### src/rtl/ext_ram_loader_if.sv
// LLR stream and external RAM write bus seen by ext_ram_loader.
// master = LLR source / RAM observer, slave = the loader itself.
interface ext_ram_loader_if #(
  parameter int unsigned IN_WIDTH   = 8,
  parameter int unsigned LLR_WIDTH  = 6,
  parameter int unsigned ADDR_WIDTH = 8
);
  logic signed [IN_WIDTH-1:0]    llr_in;
  logic                          llr_valid;
  logic                          llr_ready;
  logic [ADDR_WIDTH-1:0]         ram_addr;
  logic [3*LLR_WIDTH-1:0]        ram_data;
  logic                          ram_we;
  logic                          ram_cs;

  modport master (
    output llr_in, llr_valid,
    input  llr_ready, ram_addr, ram_data, ram_we, ram_cs
  );

  modport slave (
    input  llr_in, llr_valid,
    output llr_ready, ram_addr, ram_data, ram_we, ram_cs
  );
endinterface

### src/rtl/ext_ram_loader.sv
// Saturates a stream of channel LLRs to LLR_WIDTH bits, packs three per word
// and writes one NUM_WORDS frame into the external LLR RAM from address 0.
module ext_ram_loader #(
  parameter int unsigned IN_WIDTH   = 8,
  parameter int unsigned LLR_WIDTH  = 6,
  parameter int unsigned ADDR_WIDTH = 8,
  parameter int unsigned NUM_WORDS  = 256
) (
  input  logic                 clk,
  input  logic                 rst_n,
  input  logic                 start,
  input  logic                 abort,
  ext_ram_loader_if.slave      bus,
  output logic                 busy,
  output logic                 done
);

  localparam int unsigned DATA_WIDTH = 3 * LLR_WIDTH;
  localparam int          LLR_MAX    = (1 << (LLR_WIDTH - 1)) - 1;
  localparam int          LLR_MIN    = -(1 << (LLR_WIDTH - 1));
  localparam logic [ADDR_WIDTH-1:0] LAST_WORD = ADDR_WIDTH'(NUM_WORDS - 1);

  typedef enum logic [1:0] {
    IDLE = 2'd0,
    FILL = 2'd1,
    LAST = 2'd2,
    DONE = 2'd3
  } state_t;

  state_t                    r_state;
  logic [1:0]                r_lane;
  logic [ADDR_WIDTH-1:0]     r_word_cnt;
  logic [2*LLR_WIDTH-1:0]    r_pack;
  logic [ADDR_WIDTH-1:0]     r_addr;
  logic [DATA_WIDTH-1:0]     r_data;
  logic                      r_cs;
  logic                      r_busy;
  logic                      r_done;

  logic [LLR_WIDTH-1:0]      w_sat;
  logic                      w_hs;

  // Clamp a signed sample into the signed LLR_WIDTH range.
  function automatic logic [LLR_WIDTH-1:0] sat_llr(input logic signed [IN_WIDTH-1:0] x);
    if (int'(x) > LLR_MAX) begin
      sat_llr = {1'b0, {(LLR_WIDTH-1){1'b1}}};
    end else if (int'(x) < LLR_MIN) begin
      sat_llr = {1'b1, {(LLR_WIDTH-1){1'b0}}};
    end else begin
      sat_llr = x[LLR_WIDTH-1:0];
    end
  endfunction

  assign w_sat = sat_llr(bus.llr_in);
  assign w_hs  = bus.llr_valid && (r_state == FILL);

  // Control FSM, lane packing and registered RAM strobe.
  always_ff @(posedge clk or negedge rst_n) begin
    if (!rst_n) begin
      r_state    <= IDLE;
      r_lane     <= 2'd0;
      r_word_cnt <= '0;
      r_pack     <= '0;
      r_addr     <= '0;
      r_data     <= '0;
      r_cs       <= 1'b0;
      r_busy     <= 1'b0;
      r_done     <= 1'b0;
    end else begin
      r_cs   <= 1'b0;
      r_done <= 1'b0;
      if (abort) begin
        // Any strobe already on the bus this cycle still completes.
        r_state    <= IDLE;
        r_lane     <= 2'd0;
        r_word_cnt <= '0;
        r_pack     <= '0;
        r_busy     <= 1'b0;
      end else begin
        case (r_state)
          IDLE: begin
            if (start) begin
              r_state    <= FILL;
              r_lane     <= 2'd0;
              r_word_cnt <= '0;
              r_busy     <= 1'b1;
            end
          end
          FILL: begin
            if (w_hs) begin
              case (r_lane)
                2'd0: begin
                  r_pack[LLR_WIDTH-1:0] <= w_sat;
                  r_lane                <= 2'd1;
                end
                2'd1: begin
                  r_pack[2*LLR_WIDTH-1:LLR_WIDTH] <= w_sat;
                  r_lane                          <= 2'd2;
                end
                default: begin
                  r_data <= {w_sat, r_pack};
                  r_addr <= r_word_cnt;
                  r_cs   <= 1'b1;
                  r_lane <= 2'd0;
                  // Counter parks on the last word so ram_addr never wraps.
                  if (r_word_cnt == LAST_WORD) begin
                    r_state <= LAST;
                  end else begin
                    r_word_cnt <= r_word_cnt + ADDR_WIDTH'(1);
                  end
                end
              endcase
            end
          end
          LAST: begin
            r_state <= DONE;
            r_done  <= 1'b1;
          end
          DONE: begin
            r_state <= IDLE;
            r_busy  <= 1'b0;
          end
          default: begin
            r_state <= IDLE;
            r_busy  <= 1'b0;
          end
        endcase
      end
    end
  end

  assign bus.llr_ready = (r_state == FILL);
  assign bus.ram_addr  = r_addr;
  assign bus.ram_data  = r_data;
  assign bus.ram_cs    = r_cs;
  assign bus.ram_we    = r_cs;
  assign busy          = r_busy;
  assign done          = r_done;

endmodule

### src/flat_wrapper.sv
// flat-port wrapper written by rule: the top's interface ports become plain ports
module ext_ram_loader_flat 
#(
  parameter int unsigned IN_WIDTH   = 8,
  parameter int unsigned LLR_WIDTH  = 6,
  parameter int unsigned ADDR_WIDTH = 8,
  parameter int unsigned NUM_WORDS  = 256
)
  (clk, rst_n, start, abort, busy, done, bus_llr_in, bus_llr_valid, bus_llr_ready, bus_ram_addr, bus_ram_data, bus_ram_we, bus_ram_cs);
  ext_ram_loader_if #(.IN_WIDTH(IN_WIDTH), .LLR_WIDTH(LLR_WIDTH), .ADDR_WIDTH(ADDR_WIDTH)) bus_i ();
  input  logic clk;
  input  logic rst_n;
  input  logic start;
  input  logic abort;
  output logic busy;
  output logic done;
  input wire logic [$bits(bus_i.llr_in)-1:0] bus_llr_in;
  input wire logic [$bits(bus_i.llr_valid)-1:0] bus_llr_valid;
  output wire logic [$bits(bus_i.llr_ready)-1:0] bus_llr_ready;
  output wire logic [$bits(bus_i.ram_addr)-1:0] bus_ram_addr;
  output wire logic [$bits(bus_i.ram_data)-1:0] bus_ram_data;
  output wire logic [$bits(bus_i.ram_we)-1:0] bus_ram_we;
  output wire logic [$bits(bus_i.ram_cs)-1:0] bus_ram_cs;
  assign bus_i.llr_in = bus_llr_in;
  assign bus_i.llr_valid = bus_llr_valid;
  assign bus_llr_ready = bus_i.llr_ready;
  assign bus_ram_addr = bus_i.ram_addr;
  assign bus_ram_data = bus_i.ram_data;
  assign bus_ram_we = bus_i.ram_we;
  assign bus_ram_cs = bus_i.ram_cs;
  ext_ram_loader #(.IN_WIDTH(IN_WIDTH), .LLR_WIDTH(LLR_WIDTH), .ADDR_WIDTH(ADDR_WIDTH), .NUM_WORDS(NUM_WORDS)) u_core (.clk(clk), .rst_n(rst_n), .start(start), .abort(abort), .bus(bus_i), .busy(busy), .done(done));
endmodule
### config.mk
export PLATFORM = sky130hd
export DESIGN_NAME = ext_ram_loader_flat
export DESIGN_NICKNAME = d
export VERILOG_FILES = /design/src/rtl/ext_ram_loader_if.sv /design/src/rtl/ext_ram_loader.sv /design/src/flat_wrapper.sv
export SDC_FILE = /design/constraint.sdc
export NUM_CORES = 1
export LEC_CHECK = 0
export CAP_MARGIN = 10
export CELL_PAD_IN_SITES_DETAIL_PLACEMENT = 0
export CELL_PAD_IN_SITES_GLOBAL_PLACEMENT = 1
export CORE_MARGIN = 2
export CORE_UTILIZATION = 50
export CTS_CLUSTER_DIAMETER = 120
export DETAILED_ROUTE_END_ITERATION = 8
export DONT_BUFFER_PORTS = 1
export PLACE_DENSITY_LB_ADDON = 0.1
export SLEW_MARGIN = 20
export SYNTH_ARGS = -nofsm -noshare
export SYNTH_HDL_FRONTEND = slang
export SYNTH_SLANG_ARGS = --single-unit
### constraint.sdc
create_clock -name clk -period 4.6 [get_ports clk]
set_clock_uncertainty 0.05 [all_clocks]
set_input_delay 1.15 -clock clk [delete_from_list [all_inputs] [get_ports clk]]
set_output_delay 1.15 -clock clk [all_outputs]
set_load 0.01 [all_outputs]
==> impl_metrics.env <==
export IMPL_mostFrequentLayoutCell="nand2_1"
export IMPL_io_pins=44
export IMPL_finalSetupTns_ns=0
export IMPL_die_w_um=73.4
export IMPL_die_area_mm2=0.00538
export IMPL_dieHeight_um=73.4
export IMPL_gp_congestion=0.750
export IMPL_grt_setup_unrepaired="no"
export IMPL_insertion_delay_ns=0.32
export IMPL_ant_nets=0
export IMPL_yosysWarnings=0
export IMPL_post_cts_buffers=0
export IMPL_cp_slowest_stage_delay_ns=0.51
export IMPL_hpwl_mm=3.21
export IMPL_drive_above_1_share_pct=7.63
export IMPL_drt_iter0_markers=68
export IMPL_max_cap_violations=0
export IMPL_coreArea_mm2=0.00469
export IMPL_relSlewSlack_pct=58.0
export IMPL_clkSlewWorstSetupHoldPaths_ns=0.10
export IMPL_ff2ff_path_depth=8
export IMPL_whs_ns=0.429
export IMPL_required_ns=4.81
export IMPL_grt_ovfl_total=0
export IMPL_syn2layout_area_growth_pct=5.04
export IMPL_grt_pass1_vias=1689
export IMPL_fin_crit_sh_pct=60.8
export IMPL_cts_buffers=5
export IMPL_synth_seq_cells=53
export IMPL_fin_nets=280
export IMPL_avgSynthCellArea_um2=9.15
export IMPL_cts_repair_resize_count=0
export IMPL_slowest_stage="nand3_2"
export IMPL_crit_buf_inv=2
export IMPL_hold_path_class="flop to flop"
export IMPL_place_ws_ns=1.59
export IMPL_firstDrtPassIters=4
export IMPL_hold_viol=0
export IMPL_synth_top_area_share_pct=55.1
export IMPL_grt_pass1_wl_mm=7.96
export IMPL_nFillCells=447
export IMPL_peakVddDrop_mv=0.210
export IMPL_wl_per_cell_um=14.6
export IMPL_period_minus_slack_ns=2.80
export IMPL_max_freq_mhz=358
export IMPL_worst_slew_pin_slew_ns=0.629
export IMPL_cp_top_family="simple AND/OR/NAND/NOR gates"
export IMPL_syn_inst=263
export IMPL_start_util_pct=51.3
export IMPL_h_tree_depth=2
export IMPL_cts_hold_buf=0
export IMPL_status="complete, no violations"
export IMPL_final_cell_mix="nand2_1 (93), dfrtp_1 (53), nor2_1 (25)"
export IMPL_grt_max_degree=54
export IMPL_worstPathArrival_ns=3.01
export IMPL_ys_seq_area_share_pct=55.1
export IMPL_place_area_mm2=0.00243
export IMPL_cp_cell_sequence="inv_1, ha_1, nor2b_4, nand3_2, clkinv_2, o211ai_2, nor3_1, a211o_1"
export IMPL_grt_use_total_pct=19.3
export IMPL_cp_num_cells=8
export IMPL_antenna_found_initial=0
export IMPL_cts_tree="yes"
export IMPL_portBuffers=0
export IMPL_routed_wirelength_mm=4.60
export IMPL_syn_area_mm2=0.00241
export IMPL_slew_violations=0
export IMPL_syn_num_nets=282
export IMPL_synth_area_leaders="dfrtp_1 (55%), nand2_1 (15%), o21ai_0 (4.6%)"
export IMPL_start_kind="flop"
export IMPL_critPathMaxFanout=31
export IMPL_endpoint_kind="flop"
export IMPL_cts_root_buf="clkbuf_8"
export IMPL_via_count=1704
export IMPL_critical_path_class="flop to flop"
export IMPL_vias_per_cell=5.39
export IMPL_hold_depth=2
export IMPL_antenna_cells=0
export IMPL_cts_buffer_depth=2
export IMPL_final_cell_area_mm2=0.00253
export IMPL_synth_top_cell_by_area="dfrtp_1"
export IMPL_synth_cell_types=41
export IMPL_drc=0
export IMPL_setup_viol=0
export IMPL_p_leak_nw=1.26
export IMPL_setup_slack_ns=1.80
export IMPL_power_density_mw_per_mm2=386
export IMPL_cts_num_sinks=53
export IMPL_num_rows=25
export IMPL_total_power_mw=0.976
layer usage:
metal,routed length (um),track usage [%],part of all wire (%),up-vias
met5,0,0,0,-
met4,70,6.06,1.5,0
met3,220,5.35,4.8,5
met2,1940,28.8,42,34
met1,2370,27.4,51,802
li1,-,-,-,863
metrics by stage:
stage / utilization [%] / std cells
2_1_floorplan: - / 263
3_3_place_gp: 51.9 / 308
3_5_place_dp: 51.9 / 308
4_1_cts: 53.9 / 316
5_1_grt: 53.9 / 316
6_report: 53.9 / 316
worst reg2reg max path, delay by kind of cell, from the launching register on:
kind | cells | cell delay (ns)
flip-flops | 1 | 0.42
AND/OR/NAND/NOR | 3 | 0.98
AO/OA/AOI/OAI | 2 | 0.34
buffers and inverters | 2 | 0.60
adder cells (fa/ha/maj) | 1 | 0.36
power by group:
group	switching, mW	leakage (nW)	internal (mW)
Combinational	0.0980	0.480	0.0771
Clock	0.165	0.0452	0.111
Sequential	0.0286	0.736	0.496
Total	0.292	1.26	0.685
worst paths after layout:
kind / slack [ns] / endpoint / from
min reg2reg: 0.43 / u_core.bus.ram_data[0] / u_core.r_pack[0]
max in group asynchronous: 3.95 / u_core.r_word_cnt[7] / rst_n
max: 1.80 / u_core.r_word_cnt[4] / u_core.r_state[1]
max reg2reg: 1.80 / u_core.r_word_cnt[4] / u_core.r_state[1]
min in group asynchronous: 0.46 / u_core.r_word_cnt[5] / rst_n
min: 0.43 / u_core.bus.ram_data[0] / u_core.r_pack[0]
final cells by class:
class | count | area, um^2 | share of cell area (%)
flip-flops and latches | 53 | 1330 | 52.5
multi-input cells | 197 | 1020 | 40.5
clock buffers | 5 | 68.8 | 2.72
well taps | 54 | 67.6 | 2.67
clock inverters | 3 | 25.0 | 0.990
inverters | 4 | 16.3 | 0.644
cells in the mapped netlist:
cell type / count
o21bai_1: 1
nand4_1: 1
nor2_1: 25
or2_1: 1
buf_4: 1
or2b_1: 1
a31o_2: 1
nand2_1: 93
a21o_1: 3
and3_1: 1
inv_1: 3
dfrtp_1: 53
a211oi_1: 1
o22ai_1: 1
nand4_2: 1
and4b_1: 1
ha_1: 6
o211ai_2: 1
clkinv_2: 1
xnor2_1: 1
a211o_1: 1
and4bb_2: 1
buf_2: 2
a21oi_1: 8
mux2i_1: 3
o2bb2ai_1: 1
o21ai_4: 1
a22o_1: 1
nor2b_1: 1
a21boi_0: 1
a31oi_1: 1
clkbuf_1: 6
nand2b_1: 4
nor2b_4: 1
o21ai_0: 22
a21bo_2: 2
nand3_1: 4
nand3_2: 1
mux2_2: 2
nor3_1: 2
or3_1: 1
state kept, by name, indices dropped and copies added, names as in the netlist:
register / cells
u_core.bus.ram_data: 18
u_core.r_word_cnt: 8
u_core.busy: 1
u_core.bus.ram_cs: 1
u_core.done: 1
u_core.bus.ram_addr: 8
u_core.r_lane: 2
u_core.r_pack: 12
u_core.r_state: 2
cell families (layout without fill, tap and decap cells):
| logic type | Yosys count | in the layout | synth area share, % |
|---|---|---|---|
| compound gates | 46 | 46 | 12.1 |
| xor+xnor | 1 | 1 | 0.364 |
| fa+ha+maj | 6 | 6 | 3.12 |
| buf+inv | 13 | 12 | 2.34 |
| flops | 53 | 53 | 55.1 |
| mux | 5 | 5 | 2.18 |
| simple gates | 139 | 139 | 24.8 |
(Power assumes the default switching activity.)
